File: src/rtl/ttt_pkg.sv
// ttt_pkg: shared tic-tac-toe types, board size and cursor-step helper.
package ttt_pkg;
  typedef enum logic {P1, P2} player_t;
  typedef logic [3:0] cell_t;
  localparam int NUM_CELLS = 9;
  typedef enum logic [1:0] {ME_IDLE, ME_SEND, ME_LOCKED} me_state_t;
  function automatic cell_t next_cell(cell_t c);
    return (c == cell_t'(NUM_CELLS - 1)) ? cell_t'(0) : c + cell_t'(1);
  endfunction
endpackage

File: src/rtl/move_entry_if.sv
// move_entry_if: valid/ready move handshake between move_entry and the game core.
interface move_entry_if import ttt_pkg::*; ();
  logic    move_valid;
  logic    move_ready;
  cell_t   move_cell;
  player_t move_player;
  modport master(output move_valid, move_cell, move_player, input move_ready);
  modport slave(input move_valid, move_cell, move_player, output move_ready);
endinterface

File: src/rtl/move_entry_btn_debounce.sv
// btn_debounce: synchronise a raw button and emit one pulse per stable press.
module btn_debounce #(
  parameter int CYCLES = 250000
) (
  input  logic clk,
  input  logic rst,
  input  logic raw,
  output logic press_pulse
);
  localparam int CW = $clog2(CYCLES + 1);
  logic [1:0]    sync_q;
  logic          prev_q, lvl_q, lvl_d, pulse_q, pulse_d, done;
  logic [CW-1:0] cnt_q, cnt_d;
  // lvl_q only follows the input after it has been stable, so a release must settle too
  always_comb begin
    done    = cnt_q == CW'(CYCLES);
    cnt_d   = (sync_q[1] != prev_q) ? '0 : done ? cnt_q : cnt_q + CW'(1);
    lvl_d   = done ? prev_q : lvl_q;
    pulse_d = done && prev_q && !lvl_q;
  end
  always_ff @(posedge clk or posedge rst) begin
    if (rst) begin
      sync_q  <= '0;
      prev_q  <= 1'b0;
      cnt_q   <= '0;
      lvl_q   <= 1'b0;
      pulse_q <= 1'b0;
    end else begin
      sync_q  <= {sync_q[0], raw};
      prev_q  <= sync_q[1];
      cnt_q   <= cnt_d;
      lvl_q   <= lvl_d;
      pulse_q <= pulse_d;
    end
  end
  assign press_pulse = pulse_q;
endmodule

File: src/rtl/move_entry.sv
// move_entry: turns board buttons into legal {player, cell} moves offered to the game core.
module move_entry import ttt_pkg::*; #(
  parameter int DEBOUNCE_CYCLES = 250000
) (
  input  logic                 clk,
  input  logic                 rst,
  input  logic                 btn_next,
  input  logic                 btn_sel,
  input  logic                 btn_clr,
  input  logic [NUM_CELLS-1:0] board_occ,
  input  logic                 game_over,
  move_entry_if.master         mv,
  output cell_t                cursor,
  output player_t              turn,
  output logic                 reject,
  output logic                 new_game
);
  logic      next_p, sel_p, clr_p;
  me_state_t state_q, state_d;
  cell_t     cursor_q, cursor_d, cell_q, cell_d;
  player_t   turn_q, turn_d, player_q, player_d;
  logic      valid_q, valid_d, reject_q, reject_d, new_game_q, new_game_d;
  btn_debounce #(.CYCLES(DEBOUNCE_CYCLES)) u_next (.clk(clk), .rst(rst), .raw(btn_next), .press_pulse(next_p));
  btn_debounce #(.CYCLES(DEBOUNCE_CYCLES)) u_sel  (.clk(clk), .rst(rst), .raw(btn_sel),  .press_pulse(sel_p));
  btn_debounce #(.CYCLES(DEBOUNCE_CYCLES)) u_clr  (.clk(clk), .rst(rst), .raw(btn_clr),  .press_pulse(clr_p));
  // clr overrides everything; in IDLE sel wins over game_over and next
  always_comb begin
    state_d    = state_q;
    cursor_d   = cursor_q;
    turn_d     = turn_q;
    valid_d    = valid_q;
    cell_d     = cell_q;
    player_d   = player_q;
    reject_d   = 1'b0;
    new_game_d = 1'b0;
    if (clr_p) begin
      state_d    = ME_IDLE;
      cursor_d   = '0;
      turn_d     = P1;
      valid_d    = 1'b0;
      new_game_d = 1'b1;
    end else if (state_q == ME_IDLE) begin
      if (sel_p) begin
        reject_d = board_occ[cursor_q];
        if (!board_occ[cursor_q]) begin
          state_d  = ME_SEND;
          valid_d  = 1'b1;
          cell_d   = cursor_q;
          player_d = turn_q;
        end
      end else if (game_over) begin
        state_d = ME_LOCKED;
      end else if (next_p) begin
        cursor_d = next_cell(cursor_q);
      end
    end else if (state_q == ME_SEND && mv.move_ready) begin
      valid_d = 1'b0;
      turn_d  = (turn_q == P1) ? P2 : P1;
      state_d = game_over ? ME_LOCKED : ME_IDLE;
    end
  end
  always_ff @(posedge clk or posedge rst) begin
    if (rst) begin
      state_q    <= ME_IDLE;
      cursor_q   <= '0;
      turn_q     <= P1;
      valid_q    <= 1'b0;
      cell_q     <= '0;
      player_q   <= P1;
      reject_q   <= 1'b0;
      new_game_q <= 1'b0;
    end else begin
      state_q    <= state_d;
      cursor_q   <= cursor_d;
      turn_q     <= turn_d;
      valid_q    <= valid_d;
      cell_q     <= cell_d;
      player_q   <= player_d;
      reject_q   <= reject_d;
      new_game_q <= new_game_d;
    end
  end
  assign mv.move_valid  = valid_q;
  assign mv.move_cell   = cell_q;
  assign mv.move_player = player_q;
  assign cursor         = cursor_q;
  assign turn           = turn_q;
  assign reject         = reject_q;
  assign new_game       = new_game_q;
endmodule
File: src/flat_wrapper.sv
// flat-port wrapper written by rule: the top's interface ports become plain ports
module move_entry_flat import ttt_pkg::*;
#(
  parameter int DEBOUNCE_CYCLES = 250000
)
  (clk, rst, btn_next, btn_sel, btn_clr, board_occ, game_over, cursor, turn, reject, new_game, mv_move_valid, mv_move_cell, mv_move_player, mv_move_ready);
  move_entry_if mv_i ();
  input  logic clk;
  input  logic rst;
  input  logic btn_next;
  input  logic btn_sel;
  input  logic btn_clr;
  input  logic [NUM_CELLS-1:0] board_occ;
  input  logic game_over;
  output cell_t cursor;
  output player_t turn;
  output logic reject;
  output logic new_game;
  output wire logic [$bits(mv_i.move_valid)-1:0] mv_move_valid;
  output wire logic [$bits(mv_i.move_cell)-1:0] mv_move_cell;
  output wire logic [$bits(mv_i.move_player)-1:0] mv_move_player;
  input wire logic [$bits(mv_i.move_ready)-1:0] mv_move_ready;
  assign mv_move_valid = mv_i.move_valid;
  assign mv_move_cell = mv_i.move_cell;
  assign mv_move_player = mv_i.move_player;
  assign mv_i.move_ready = mv_move_ready;
  move_entry #(.DEBOUNCE_CYCLES(DEBOUNCE_CYCLES)) u_core (.clk(clk), .rst(rst), .btn_next(btn_next), .btn_sel(btn_sel), .btn_clr(btn_clr), .board_occ(board_occ), .game_over(game_over), .mv(mv_i), .cursor(cursor), .turn(turn), .reject(reject), .new_game(new_game));
endmodule
File: config.mk
export PLATFORM = sky130hd
export DESIGN_NAME = move_entry_flat
export DESIGN_NICKNAME = d
export VERILOG_FILES = /design/src/rtl/ttt_pkg.sv /design/src/rtl/move_entry_if.sv /design/src/rtl/move_entry_btn_debounce.sv /design/src/rtl/move_entry.sv /design/src/flat_wrapper.sv
export SDC_FILE = /design/constraint.sdc
export NUM_CORES = 1
export LEC_CHECK = 0
export ABC_CLOCK_PERIOD_IN_PS = 2700
export BUFFER_PORTS_ARGS = -buffer_cell sky130_fd_sc_hd__buf_4
export CORE_MARGIN = 3
export CORE_UTILIZATION = 53
export CTS_CLUSTER_SIZE = 10
export DETAILED_ROUTE_END_ITERATION = 8
export PLACE_DENSITY = 0.77
export REMOVE_ABC_BUFFERS = 1
export SYNTH_ARGS = -nofsm -noshare
export SYNTH_HDL_FRONTEND = slang
export SYNTH_SLANG_ARGS = --single-unit
File: constraint.sdc
create_clock -name clk -period 2.7 [get_ports clk]
set_input_delay 0.54 -clock clk [delete_from_list [all_inputs] [get_ports clk]]
set_output_delay 0.54 -clock clk [all_outputs]
set_load 0.005 [all_outputs]
After elaboration in Yosys (flattened, before gate mapping)
Cells that the tools add are included.
W data, S select, Z words.
- flip-flop bits (word level): 84
- bits of input ports: 16
- eq/ne operators: 18
- reduce and logical (&&, ||, !) cells: 20
- bitwise logic cells: 2
- add/sub/neg operators: 4
- $lt $le $gt $ge: 1
- muxes and demuxes: 34
- operator list (kind ; count):
    $mux W18 ; 6
    $add A18 B1 Y18 const B ; 3
    $eq A18 B18 Y1 const B ; 3
    $mux W4 ; 6
    $mux W1 ; 14
    $mux W2 ; 7
    $ne A2 B1 Y1 const B ; 4
    $ne A4 B4 Y1 const B ; 2
    $reduce_and A4 Y1 ; 2
    $logic_and A1 B1 Y1 ; 7
    $ne A3 B3 Y1 const B ; 2
    $reduce_and A3 Y1 ; 2
    $reduce_bool A2 Y1 ; 3
    $lt A4 B5 Y1 const B ; 1
    $add A4 B1 Y4 const B ; 1
    $bmux W1 S4 ; 1
    $eq A4 B4 Y1 const B ; 1
    $ne A2 B2 Y1 const B ; 2
    $logic_not A1 Y1 ; 3
    $ne A1 B1 Y1 ; 3
    $reduce_bool A3 Y1 ; 1
    $eq A2 B1 Y1 const B ; 1
    $logic_not A2 Y1 ; 1
    $not A1 Y1 ; 2
    $reduce_and A2 Y1 ; 1

Logic depth before layout (Yosys ltp)
Gate-level depths: netlist of run 1.
- depth in word-level cells: 7
- gate-level depth with buffers: 7
- gate-level depth less buffers: 7

Hierarchy
From an unflattened synthesis of run 1, not the netlist that was laid out.
- cells, all modules: 419
- area total of the unflattened synthesis: 4266.6 um2
- modules (own cells, without submodules) (module ; cells an instance ; instances ; area each (um2)):
    btn_debounce ; 113 ; 3 ; 1144.8
    move_entry ; 80 ; 1 ; 832.0

Worst setup path before layout of run 1
Ideal clock, no wire load.
- path kind: reg-to-reg
- from: reg u_core.cursor_q[0], in the netlist u_core.cursor[0]
- to: reg u_core.cell_q[3], in the netlist u_core.mv.move_cell[3]
- slack: 0.768 ns
- stages on the path, launching flop included: 7
- required time: 2.575 ns
- setup time: 0.125 ns
- buffers on the path: 1
- arrival: 1.807 ns
- cell sequence: dfrtp_1 buf_6 mux4_1 nor2_1 o41a_2 nand2_4 mux2_4
- word-level cells in the longest chain between the ends: 4
- ends and longest elaborated chain (what ; line ; source):
    from (decl) ; move_entry.sv:20 ; cell_t cursor_q, cursor_d, cell_q, cell_d;
    from (signal assigned) ; move_entry.sv:74 ; cursor_q <= cursor_d;
    $bmux W1 S4 ; move_entry.sv:45 ; if (!board_occ[cursor_q]) begin
    $mux W1 (not written as such) ; move_entry.sv:45 ;
    $not A1 Y1 (no line) ; - ;
    $reduce_and A4 Y1 (no line) ; - ;
    to (signal assigned) ; move_entry.sv:77 ; cell_q <= cell_d;
    to (decl) ; move_entry.sv:20 ;
No other way between the ends. The select of a mux whose other input is x is not followed.
A chain may end at the register's enable or synchronous reset.

Worst setup path in the final report of run 1
Same ends and word-level chain as after synthesis.

==> results of run 1 <==
## registers in the layout, summed over array words and instances, names as in the netlist, 2 cells and up
| signal | flops |
|---|---|
| u_core.u_next.sync_q | 2 |
| u_core.u_next.cnt_q | 18 |
| u_core.state_q | 2 |
| u_core.mv.move_cell | 4 |
| u_core.u_clr.cnt_q | 18 |
| u_core.cursor | 4 |
| u_core.u_sel.cnt_q | 18 |
| u_core.u_clr.sync_q | 2 |
| u_core.u_sel.sync_q | 2 |
## critical path: stages (launching register included)
cell and delay, ps:
dfrtp_1 560, mux4_1 620, nor2_1 140, o41a_2 220
nand2_4 90, mux2_4 300
## cell type report
type                       instances  share of cell area, %
clock buffer                      11                  3.107
timing repair buffer              35                  5.774
multi-input combinational        275                  39.35
tap                               99                  2.722
clock inverter                     4                  1.100
sequential                        84                  46.19
inverter                          21                  1.760
## metal layers
metal | vias to the layer above | routed length (um) | part of all wire [%]
li1 | 1429 | - | -
met1 | 1442 | 3479 | 47
met2 | 49 | 3534 | 48
met3 | 10 | 245 | 3.3
met4 | 0 | 110 | 1.5
met5 | - | 0 | 0
## Yosys cell counts, types with 2 or more instances
| cell type | count | area share (%) |
|---|---|---|
| or4b_1 | 3 | 0.75 |
| xor2_1 | 19 | 4.1 |
| a21oi_1 | 19 | 2.4 |
| dfrtp_1 | 84 | 52 |
| xnor2_1 | 22 | 4.8 |
| nand2b_1 | 2 | 0.31 |
| a21boi_0 | 2 | 0.37 |
| nand3_1 | 22 | 2.7 |
| inv_1 | 21 | 2.0 |
| mux2i_1 | 4 | 1.0 |
| mux2_2 | 3 | 0.84 |
| buf_4 | 2 | 0.37 |
| nand2_1 | 16 | 1.5 |
| o21ai_0 | 15 | 1.9 |
| nor3_1 | 12 | 1.5 |
| nor2b_1 | 3 | 0.47 |
| nand4_1 | 12 | 1.9 |
| nor3b_1 | 5 | 0.93 |
| nor4bb_1 | 3 | 0.75 |
| clkbuf_1 | 3 | 0.28 |
| nor4b_1 | 2 | 0.44 |
| and4_1 | 7 | 1.5 |
| or3_1 | 10 | 1.6 |
| nor4_1 | 2 | 0.31 |
| and3_1 | 7 | 1.1 |
| ha_1 | 8 | 2.5 |
| nand3b_1 | 2 | 0.37 |
| a22o_2 | 3 | 0.75 |
| mux2_4 | 2 | 0.75 |
| nor2_1 | 55 | 5.1 |
## worst max-delay path by stage
stage                                       startpoint                            endpoint  slack (ps)  cells past startpoint
after floorplan                                    rst        u_core.cursor[0]$_DFFE_PP0P_          -5                      1
after global placement                    board_occ[5]   u_core.mv.move_player$_DFFE_PP0P_         700                      6
after detailed placement  u_core.cursor[0]$_DFFE_PP0P_  u_core.mv.move_cell[3]$_DFFE_PP0P_         660                      5
after CTS                 u_core.cursor[0]$_DFFE_PP0P_  u_core.mv.move_cell[3]$_DFFE_PP0P_         640                      5
after global routing      u_core.cursor[0]$_DFFE_PP0P_  u_core.mv.move_cell[3]$_DFFE_PP0P_         560                      5
final                     u_core.cursor[0]$_DFFE_PP0P_  u_core.mv.move_cell[3]$_DFFE_PP0P_         670                      5
## per-stage QoR
stage / setup TNS (ps) / power, mW / hold WS, ps
floorplan: -432.1 / 1.433 / 331.2
global placement: 0 / 1.490 / 331.5
detailed placement: 0 / 1.500 / 336.2
CTS: 0 / 2.365 / 262.9
global route: 0 / 2.463 / 272.1
finish: 0 / 2.344 / 252.9
## kinds of logic after synthesis
| kind of cell | synth area share [%] |
|---|---|
| AND/OR/NAND/NOR | 22.90 |
| flip-flops | 52.34 |
| AO/OA/AOI/OAI | 7.009 |
| XOR/XNOR | 8.941 |
| buffers and inverters | 3.084 |
| multiplexers | 3.240 |
| adder cells (fa/ha/maj) | 2.492 |
## power by group through the flow
stage | sequential (mW) | combinational (mW) | clock, mW
2_1_floorplan | 1.33 | 0.0991 | 0
5_1_grt | 1.33 | 0.180 | 0.958
3_3_place_gp | 1.34 | 0.149 | 0
4_1_cts | 1.32 | 0.159 | 0.889
6_report | 1.32 | 0.155 | 0.871
3_5_place_dp | 1.34 | 0.158 | 0
==> out/metrics.yaml, run 1 <==
comb_power_share_pct: 6.6
crit_arrival_ps: 2270
wl_per_cell_um: 13.93
instances_no_fill: 529
clk_pin_slew_worst_paths_ps: 90
overflow: 0
r2r_start: "u_core.cursor[0]$_DFFE_PP0P_"
crit_path_start_kind: "flop"
peakVddDrop_mv: 0.4262
async_reset_ff_share_pct: 100.0
worstMarginPinSlew_ps: 715.7
worstSkewPairLatency_ps: 340
rsz0062_at_grt: "false"
path_class: "flop to flop"
drtPass1Iterations: 5
synth_edf_count: 0
ant_nets: 0
ios: 29
cell_internal_pwr_mw: 1.796
switching_power_uw: 547.8
hold_path.class: "input pin to async pin"
cts_buffers: 9
clockRootBuffer: "clkbuf_8"
grt_pass1_vias: 2955
pwr-share-clk_pct: 37.1
status: "finished clean"
grt_pass1_wl_um: 13230
most-common-layout-cells: "84 x dfrtp_1, 55 x nor2_1, 35 x buf_4, 22 x nand3_1, 22 x xnor2_1"
drive_gt1_share_pct: 14.65
io_buffers: 28
clock-skew-final_ps: 13.45
nets: 450
multiInputGateArea_sq_mm: 0.001790
use_met1_pct: 25.71
syn_to_final_growth_pct: 13.30
row_count: 31
yosys.cell_types.count: 47
crit_path_end_kind: "flop"
pwr-share-seq_pct: 56.3
grt_antenna_before_repair: 0
fp.dieW_um: 93.05
place_ws_ps: 661.0
cts_buffer_depth: 2
final_common_cell: "dfrtp_1"
drt_iter0_drc: 156
fin_crit_ps: 2033
synth-seq-cells: 84
busiest_layer: "met2"
ys.flop_type: "dfrtp_1"
yosysSeqAreaShare_pct: 52.34
coreArea_sq_mm: 0.007292
worst_slack_ps: 667.2
rr_endpoint: "u_core.mv.move_cell[3]$_DFFE_PP0P_"
r2r_slack_ps: 670
cts_tree: "built"
placedInstanceArea_sq_mm: 0.004359
start_util_pct: 55.08
grt_max_degree: 36
timing.final.crit_share_pct: 75.29
diodes: 0
htreeDepth: 3
gr-usage-met2_pct: 30.71
leakagePower_nw: 1.960
place_inst: 514
die-area_sq_mm: 0.008658
finish.utilization_pct: 62.41
fill_cells: 621
hold_violations: 0
drc_errors: 0
use_met3_pct: 3.379
gr-usage-all-layers_pct: 18.96
timing.final.max_slew_violations: 0
ctsResizeCount: 0
netSwitchingFraction_pct: 23.37
cts_setup_buffers: 0
r2r_cells: 5
yosys_warnings: 0
holdBufCountCts: 0
die_h_um: 93.05
relSlewSlack_pct: 52.13
fmax_mhz: 491.9
dp_hpwl_um: 5283
via_count: 2930
power_density_mw_per_mm2: 515.0
fin_area_sq_mm: 0.004551
critPathMaxFanout: 12
wirelength_um: 7369
ff_latch_area_sq_mm: 0.002102
setup_viol: 0
max-cap-violations: 0
cp.required_ps: 2940
gp_congestion: 0.8633
syn_area_sq_mm: 0.004016
synthCells: 387
syn_area_per_cell_sq_um: 10.38
cts_sinks: 84
via_per_inst: 5.539
No activity file was read; power rests on OpenSTA's default activity.
==> run 2: changes to the inputs <==
--- a/config.mk
+++ b/config.mk
@@ -5,7 +5,8 @@
 export SDC_FILE = /design/constraint.sdc
 export NUM_CORES = 1
 export LEC_CHECK = 0
-export ABC_CLOCK_PERIOD_IN_PS = 2700
+export ABC_AREA = 1
+export ABC_CLOCK_PERIOD_IN_PS = 1800
 export BUFFER_PORTS_ARGS = -buffer_cell sky130_fd_sc_hd__buf_4
 export CORE_MARGIN = 3
 export CORE_UTILIZATION = 53
==> constraint.sdc (replaced) <==
create_clock -name clk -period 1.8 [get_ports clk]
set_input_delay 0.36 -clock clk [delete_from_list [all_inputs] [get_ports clk]]
set_output_delay 0.36 -clock clk [all_outputs]
set_load 0.005 [all_outputs]
==> out/metrics.yaml, run 2 <==
fin_crit_ps: 1561  # -471.5 ps
whs_endpoint: "u_core.u_sel.sync_q[0]$_DFF_PP0_"
critical-path-top-delay-family: "simple AND/OR/NAND/NOR gates"
nets: 591  # +31%
grt_antenna_before_repair: 0  # unchanged
grt_pass1_wl_um: 14530  # +9.8%
hold_path.class: "input pin to flop"
die-area_sq_mm: 0.009115  # +5.3%
clockRootBuffer: "clkbuf_8"
fp.dieW_um: 95.47  # +2.6%
synth.top_cell.area_share_pct: 49.54  # -2.8 points
instances_no_fill: 668  # +26%
gr-usage-all-layers_pct: 19.86  # +0.90 points
ios: 29  # unchanged
fin_hold_ws_ps: 124.8  # -128.1 ps
synth_area_leaders: "dfrtp_1 50%, nand2_1 9.1%, inv_1 6.7%, nor2_1 5.2%, nand3_1 4.7%"
met3_length_um: 389  # +59%
placedInstanceArea_sq_mm: 0.004627  # +6.1%
drt_iter0_drc: 144  # -7.7%
timing.final.crit_share_pct: 86.74  # +11 points
peakVddDrop_mv: 0.6199  # +45%
path_cells: "inv_1, ha_1, nand3_1, nor2_1, nand4_1, buf_4, nand3_1, nand2_1"
yosysSeqAreaShare_pct: 49.54  # -2.8 points
coreArea_sq_mm: 0.007525  # +3.2%
path_buf_inv: 2  # +2
fin_area_sq_mm: 0.004807  # +5.6%
fill_cells: 659  # +6.1%
drtPass1Iterations: 7  # +2
ys.flop_type: "dfrtp_1"
synth_top_cell_by_area: "dfrtp_1"
dp_hpwl_um: 6278  # +19%
io_buffers: 28  # unchanged
cts_buffer_depth: 2  # unchanged
cp.required_ps: 2020  # -920 ps
netlist_top_cells_count: "103 x nand2_1, 84 x dfrtp_1, 76 x inv_1"
cp_slowest_cell: "dfrtp_1"
die_h_um: 95.47  # +2.6%
syn_area_sq_mm: 0.004243  # +5.6%
r2r_start: "u_core.u_next.cnt_q[0]$_DFFE_PP0P_"
drc_errors: 0  # unchanged
r2r_cells: 8  # +3
start_util_pct: 56.39  # +1.3 points
cts_tree: "built"
max-cap-violations: 0  # unchanged
finalSetupTns_ps: 0  # unchanged
cts_buffers: 9  # unchanged
gp_congestion: 0.8561  # -0.83%
crit_path_start_kind: "flop"
most-common-layout-cells: "103 x nand2_1, 84 x dfrtp_1, 75 x inv_1, 59 x nor2_1, 40 x nand3_1"
clock-skew-final_ps: 10.02  # -3.437 ps
synthCells: 522  # +35%
fmax_mhz: 640.5  # +30%
overflow: 0  # unchanged
r2r_slack_ps: 240  # -430 ps
synth-seq-cells: 84  # unchanged
ctsResizeCount: 0  # unchanged
critPathMaxFanout: 5  # -7
row_count: 31  # unchanged
power_density_mw_per_mm2: 732.4  # +42%
yosysMostFrequentCell: "nand2_1"
slowest_delay_ps: 410  # -210 ps
yosys.cell_types.count: 36  # -23%
via_per_inst: 5.347  # -3.5%
wl_per_cell_um: 12.66  # -9.1%
htreeDepth: 3  # unchanged
highest_layer: "met4"
leakagePower_nw: 2.338  # +19%
grt_pass1_vias: 3471  # +17%
path_class: "flop to flop"
relSlewSlack_pct: 74.71  # +23 points
place_inst: 652  # +27%
async_reset_ff_share_pct: 100.0  # unchanged
syn_area_per_cell_sq_um: 8.128  # -22%
met1_length_um: 3809  # +9.5%
ant_nets: 0  # unchanged
reg_top3: "u_core.u_clr.cnt_q (18), u_core.u_next.cnt_q (18), u_core.u_sel.cnt_q (18)"
met2_length_um: 4173  # +18%
final_common_cell: "nand2_1"
total_power_mw: 3.520  # +50%
holdPathStages: 1
diodes: 0  # unchanged
worstHoldStart: "btn_sel"
worstMarginPinSlew_ps: 378.9  # -336.7 ps
timing.final.max_slew_violations: 0  # unchanged
rsz0062_at_grt: "false"
via_count: 3572  # +22%
cts_sinks: 84  # unchanged
critical-path-top-cell-by-count: "nand3_1"
wirelength_um: 8454  # +15%
crit_path_end_kind: "flop"
grt_max_degree: 34  # -5.6%
rr_endpoint: "u_core.u_next.cnt_q[1]$_DFFE_PP0P_"
hold_violations: 0  # unchanged
crit_arrival_ps: 1790  # -480 ps
drive_gt1_share_pct: 11.95  # -2.7 points
setup_viol: 0  # unchanged
clk_pin_slew_worst_paths_ps: 70  # -20 ps
synth_edf_count: 0  # unchanged
syn_to_final_growth_pct: 13.30  # about the same
status: "finished clean"
worstSkewPairLatency_ps: 340  # about the same
yosys_warnings: 0  # unchanged
[run 2: cells by family (layout without fill, tap and decap cells)]
| family | count (synthesis) | in the layout | synth area share, % |
|---|---|---|---|
| XOR/XNOR | 14 | 14 | 2.890 |
| flip-flops | 84 | 84 | 49.54 |
| buffers and inverters | 83 | 130 | 7.372 |
| adder cells (fa/ha/maj) | 8 | 8 | 2.359 |
| AO/OA/AOI/OAI | 65 | 65 | 8.405 |
| AND/OR/NAND/NOR | 268 | 268 | 29.43 |
[run 2: per-layer routing]
| layer | vias up | GRT usage (%) |
|---|---|---|
| li1 | 1784 | - |
| met2 | 85 | 33.53 |
| met3 | 12 | 4.972 |
| met4 | 0 | 6.991 |
| met1 | 1691 | 24.76 |
| met5 | - | 0 |
[run 2: worst reg2reg max path, stage by stage (launching register included)]
cell and delay, ps:
dfrtp_1 410, inv_1 100, ha_1 150, nand3_1 110, nor2_1 120, nand4_1 230
buf_4 220, nand3_1 50, nand2_1 60
[run 2: worst max-delay path by stage]
stage | startpoint | to | slack [ps] | cells past startpoint
after floorplan | rst | u_core.cursor[0]$_DFFE_PP0P_ | -730 | 1
after global placement | u_core.u_next.cnt_q[0]$_DFFE_PP0P_ | u_core.u_next.cnt_q[14]$_DFFE_PP0P_ | 310 | 8
after detailed placement | u_core.u_next.cnt_q[0]$_DFFE_PP0P_ | u_core.u_next.cnt_q[10]$_DFFE_PP0P_ | 220 | 9
after CTS | u_core.u_next.cnt_q[0]$_DFFE_PP0P_ | u_core.u_next.cnt_q[10]$_DFFE_PP0P_ | 240 | 9
after global routing | u_core.u_next.cnt_q[0]$_DFFE_PP0P_ | u_core.u_next.cnt_q[10]$_DFFE_PP0P_ | 10 | 9
final | u_core.u_next.cnt_q[0]$_DFFE_PP0P_ | u_core.u_next.cnt_q[1]$_DFFE_PP0P_ | 240 | 8
[run 2: final cells by class]
type / instances / area, sq um / area share [%]
clock buffer: 11 / 141.4 / 2.941
multi-input combinational: 355 / 1828 / 38.03
sequential: 84 / 2102 / 43.73
tap: 99 / 123.9 / 2.577
timing repair buffer: 38 / 300.3 / 6.247
clock inverter: 2 / 13.76 / 0.2863
inverter: 79 / 297.8 / 6.195
[run 2: stage by stage]
stage	utilization (%)	setup WS, ps
final	63.88	238.7
after global routing	63.88	13.07
after CTS	63.68	236.4
after detailed placement	61.49	220.5
after global placement	61.49	307.1
after floorplan	-	-725.1
[run 2: power breakdown]
group | switching, mW | internal, mW | total [mW] | leakage (nW)
clock | 0.609 | 0.517 | 1.13 | 0.0811
combinational | 0.249 | 0.158 | 0.407 | 1.11
sequential | 0.0471 | 1.94 | 1.99 | 1.14
[run 2: what timing repair did]
| item | CTS | global route |
|---|---|---|
| buffers inserted | 0 | 2 |
| hold buffers | 1 | 0 |
| setup endpoints to repair | 0 | 1 |
| endpoints found under the hold margin | 18 | 0 |
==> run 3: changes to the inputs <==
--- a/config.mk
+++ b/config.mk
@@ -8,6 +8,7 @@
 export ABC_AREA = 1
 export ABC_CLOCK_PERIOD_IN_PS = 1800
 export BUFFER_PORTS_ARGS = -buffer_cell sky130_fd_sc_hd__buf_4
+export CORE_ASPECT_RATIO = 0.9
 export CORE_MARGIN = 3
 export CORE_UTILIZATION = 53
 export CTS_CLUSTER_SIZE = 10
==> out/metrics.yaml, run 3 (synthesis gave the netlist of run 2 again) <==
path_cells: "ha_1, nand3_1, nor2_1, nand4_1, nor2_2, nand2_1, o21ai_0, nor2_1"
grt_pass1_wl_um: 14480  # -0.38%
overflow: 0  # unchanged
finalSetupTns_ps: 0  # unchanged
worstMarginPinSlew_ps: 469.9  # +91.01 ps
cts_sinks: 84  # unchanged
ios: 29  # unchanged
via_count: 3484  # -2.5%
ant_nets: 0  # unchanged
grt_max_degree: 35  # +2.9%
timing.final.max_slew_violations: 0  # unchanged
timing.final.crit_share_pct: 88.58  # +1.8 points
grt_antenna_before_repair: 0  # unchanged
final_common_cell: "nand2_1"
coreArea_sq_mm: 0.007657  # +1.8%
fill_cells: 662  # +0.46%
drc_errors: 0  # unchanged
fin_crit_ps: 1594  # +33.13 ps
clockRootBuffer: "clkbuf_8"
relSlewSlack_pct: 68.63  # -6.1 points
path_buf_inv: 0  # -2
cts_buffer_depth: 2  # unchanged
grt_pass1_vias: 3341  # -3.7%
hold_violations: 0  # unchanged
slowest_delay_ps: 400  # about the same
wirelength_um: 8202  # -3.0%
gr-usage-all-layers_pct: 19.26  # -0.60 points
fin_area_sq_mm: 0.004837  # +0.62%
die_h_um: 90.88  # -4.8%
cts_buffers: 9  # unchanged
crit_path_start_kind: "flop"
r2r_cells: 8  # unchanged
multiInputGateArea_sq_mm: 0.001831  # +0.14%
row_count: 30  # -3.2%
power_density_mw_per_mm2: 789.7  # +7.8%
via_per_inst: 5.263  # -1.6%
crit_cells: 8  # unchanged
crit_arrival_ps: 1830  # +40 ps
fin_hold_ws_ps: 14.48  # -110.3 ps
dp_hpwl_um: 6162  # -1.8%
cp_slowest_cell: "dfrtp_1"
status: "finished clean"
peakVddDrop_mv: 0.5879  # -5.2%
worstSkewPairLatency_ps: 350  # about the same
reg_top3: "u_core.u_clr.cnt_q (18), u_core.u_next.cnt_q (18), u_core.u_sel.cnt_q (18)"
critPathMaxFanout: 4  # -1
die-area_sq_mm: 0.009116  # about the same
most-common-layout-cells: "103 x nand2_1, 84 x dfrtp_1, 75 x inv_1, 58 x nor2_1, 40 x nand3_1"
cts_tree: "built"
rsz0062_at_grt: "false"
wl_per_cell_um: 12.39  # -2.1%
syn_to_final_growth_pct: 14.01
io_buffers: 28  # unchanged
leakagePower_nw: 2.344  # +0.28%
clk_pin_slew_worst_paths_ps: 80  # about the same
critical-path-top-cell-by-count: "nor2_1"
total_power_mw: 3.820  # +8.5%
start_util_pct: 55.41  # -0.98 points
setup_viol: 0  # unchanged
crit_path_end_kind: "flop"
path_class: "flop to flop"
instances_no_fill: 662  # -0.90%
fp.dieW_um: 100.3  # +5.1%
max-cap-violations: 0  # unchanged
drive_gt1_share_pct: 12.01  # +0.063 points
critical-path-top-delay-family: "simple AND/OR/NAND/NOR gates"
clock-skew-final_ps: 4.587  # -5.431 ps
ff_latch_area_sq_mm: 0.002102  # unchanged
diodes: 0  # unchanged
nets: 586  # -0.85%
cp.required_ps: 2040  # +20 ps
htreeDepth: 3  # unchanged
drt_iter0_drc: 120  # -17%
place_inst: 647  # -0.77%
gp_congestion: 0.8567  # about the same
placedInstanceArea_sq_mm: 0.004621  # -0.14%
fmax_mhz: 627.2  # -2.1%
drtPass1Iterations: 4  # -3
hold_path.class: "input pin to async pin"
-- run 3: changes by cell type in the layout (fill, tap and decap cells not counted) --
cell and change:
dlygate4sd3_1 -1, bufinv_16 +2, buf_12 +1, buf_4 -5, clkinv_4 +1, clkbuf_1 -1, clkbuf_8 -1, clkinvlp_4 +1
nor2_1 -1, nor2_2 +1
-- run 3: area by class of cell --
| type | instances | area share [%] |
|---|---|---|
| clock buffers | 9 | 2.561 |
| clock inverters | 6 | 1.862 |
| well taps | 96 | 2.483 |
| inverters | 79 | 6.156 |
| multi-input cells | 355 | 37.84 |
| repair buffers | 33 | 5.639 |
| flip-flops and latches | 84 | 43.46 |
-- run 3: path summary, 6_finish.rpt --
kind,slack [ps],end,from
min reg2reg,360,u_core.u_sel.sync_q[1]$_DFF_PP0_,u_core.u_sel.sync_q[0]$_DFF_PP0_
max reg2reg,210,u_core.u_next.cnt_q[14]$_DFFE_PP0P_,u_core.u_next.cnt_q[0]$_DFFE_PP0P_
min in group clk,110,u_core.u_next.sync_q[0]$_DFF_PP0_,btn_next
min,10,u_core.cursor[2]$_DFFE_PP0P_,rst
max in group asynchronous,1270,u_core.u_next.cnt_q[12]$_DFFE_PP0P_,rst
max,210,u_core.u_next.cnt_q[14]$_DFFE_PP0P_,u_core.u_next.cnt_q[0]$_DFFE_PP0P_
-- run 3: stage by stage --
step / utilization (%) / worst slack (ps)
after global placement: 60.34 / 303.6
after floorplan: - / -725.1
after detailed placement: 60.34 / 237.9
after CTS: 63.14 / 207.4
after global routing: 63.17 / 0.6830
final: 63.17 / 205.6
-- run 3: report_power, final --
group | switching, mW | leakage (nW) | internal [mW]
Clock | 0.656 | 0.105 | 0.775
Combinational | 0.245 | 1.10 | 0.157
Sequential | 0.0465 | 1.14 | 1.94
Total | 0.948 | 2.34 | 2.87
-- run 3: per-layer routing --
metal / vias up / wire, um / GRT usage [%]
li1: 1777 / - / -
met1: 1642 / 3972 / 26.09
met2: 54 / 3859 / 31.35
met3: 11 / 295 / 4.633
met4: 0 / 74 / 4.265
met5: - / 0 / 0
-- run 3: worst register-to-register path, cell delays in order (launching register included) --
cell	delay (ps)
dfrtp_1	400
ha_1	200
nand3_1	120
nor2_1	200
nand4_1	160
nor2_2	150
nand2_1	60
o21ai_0	140
nor2_1	60
-- run 3: repair_timing --
action,CTS,global route
setup buffers,0,0
setup endpoints to repair,0,1
hold buffers,0,0
resized for setup,0,1
endpoints found under the hold margin,0,0
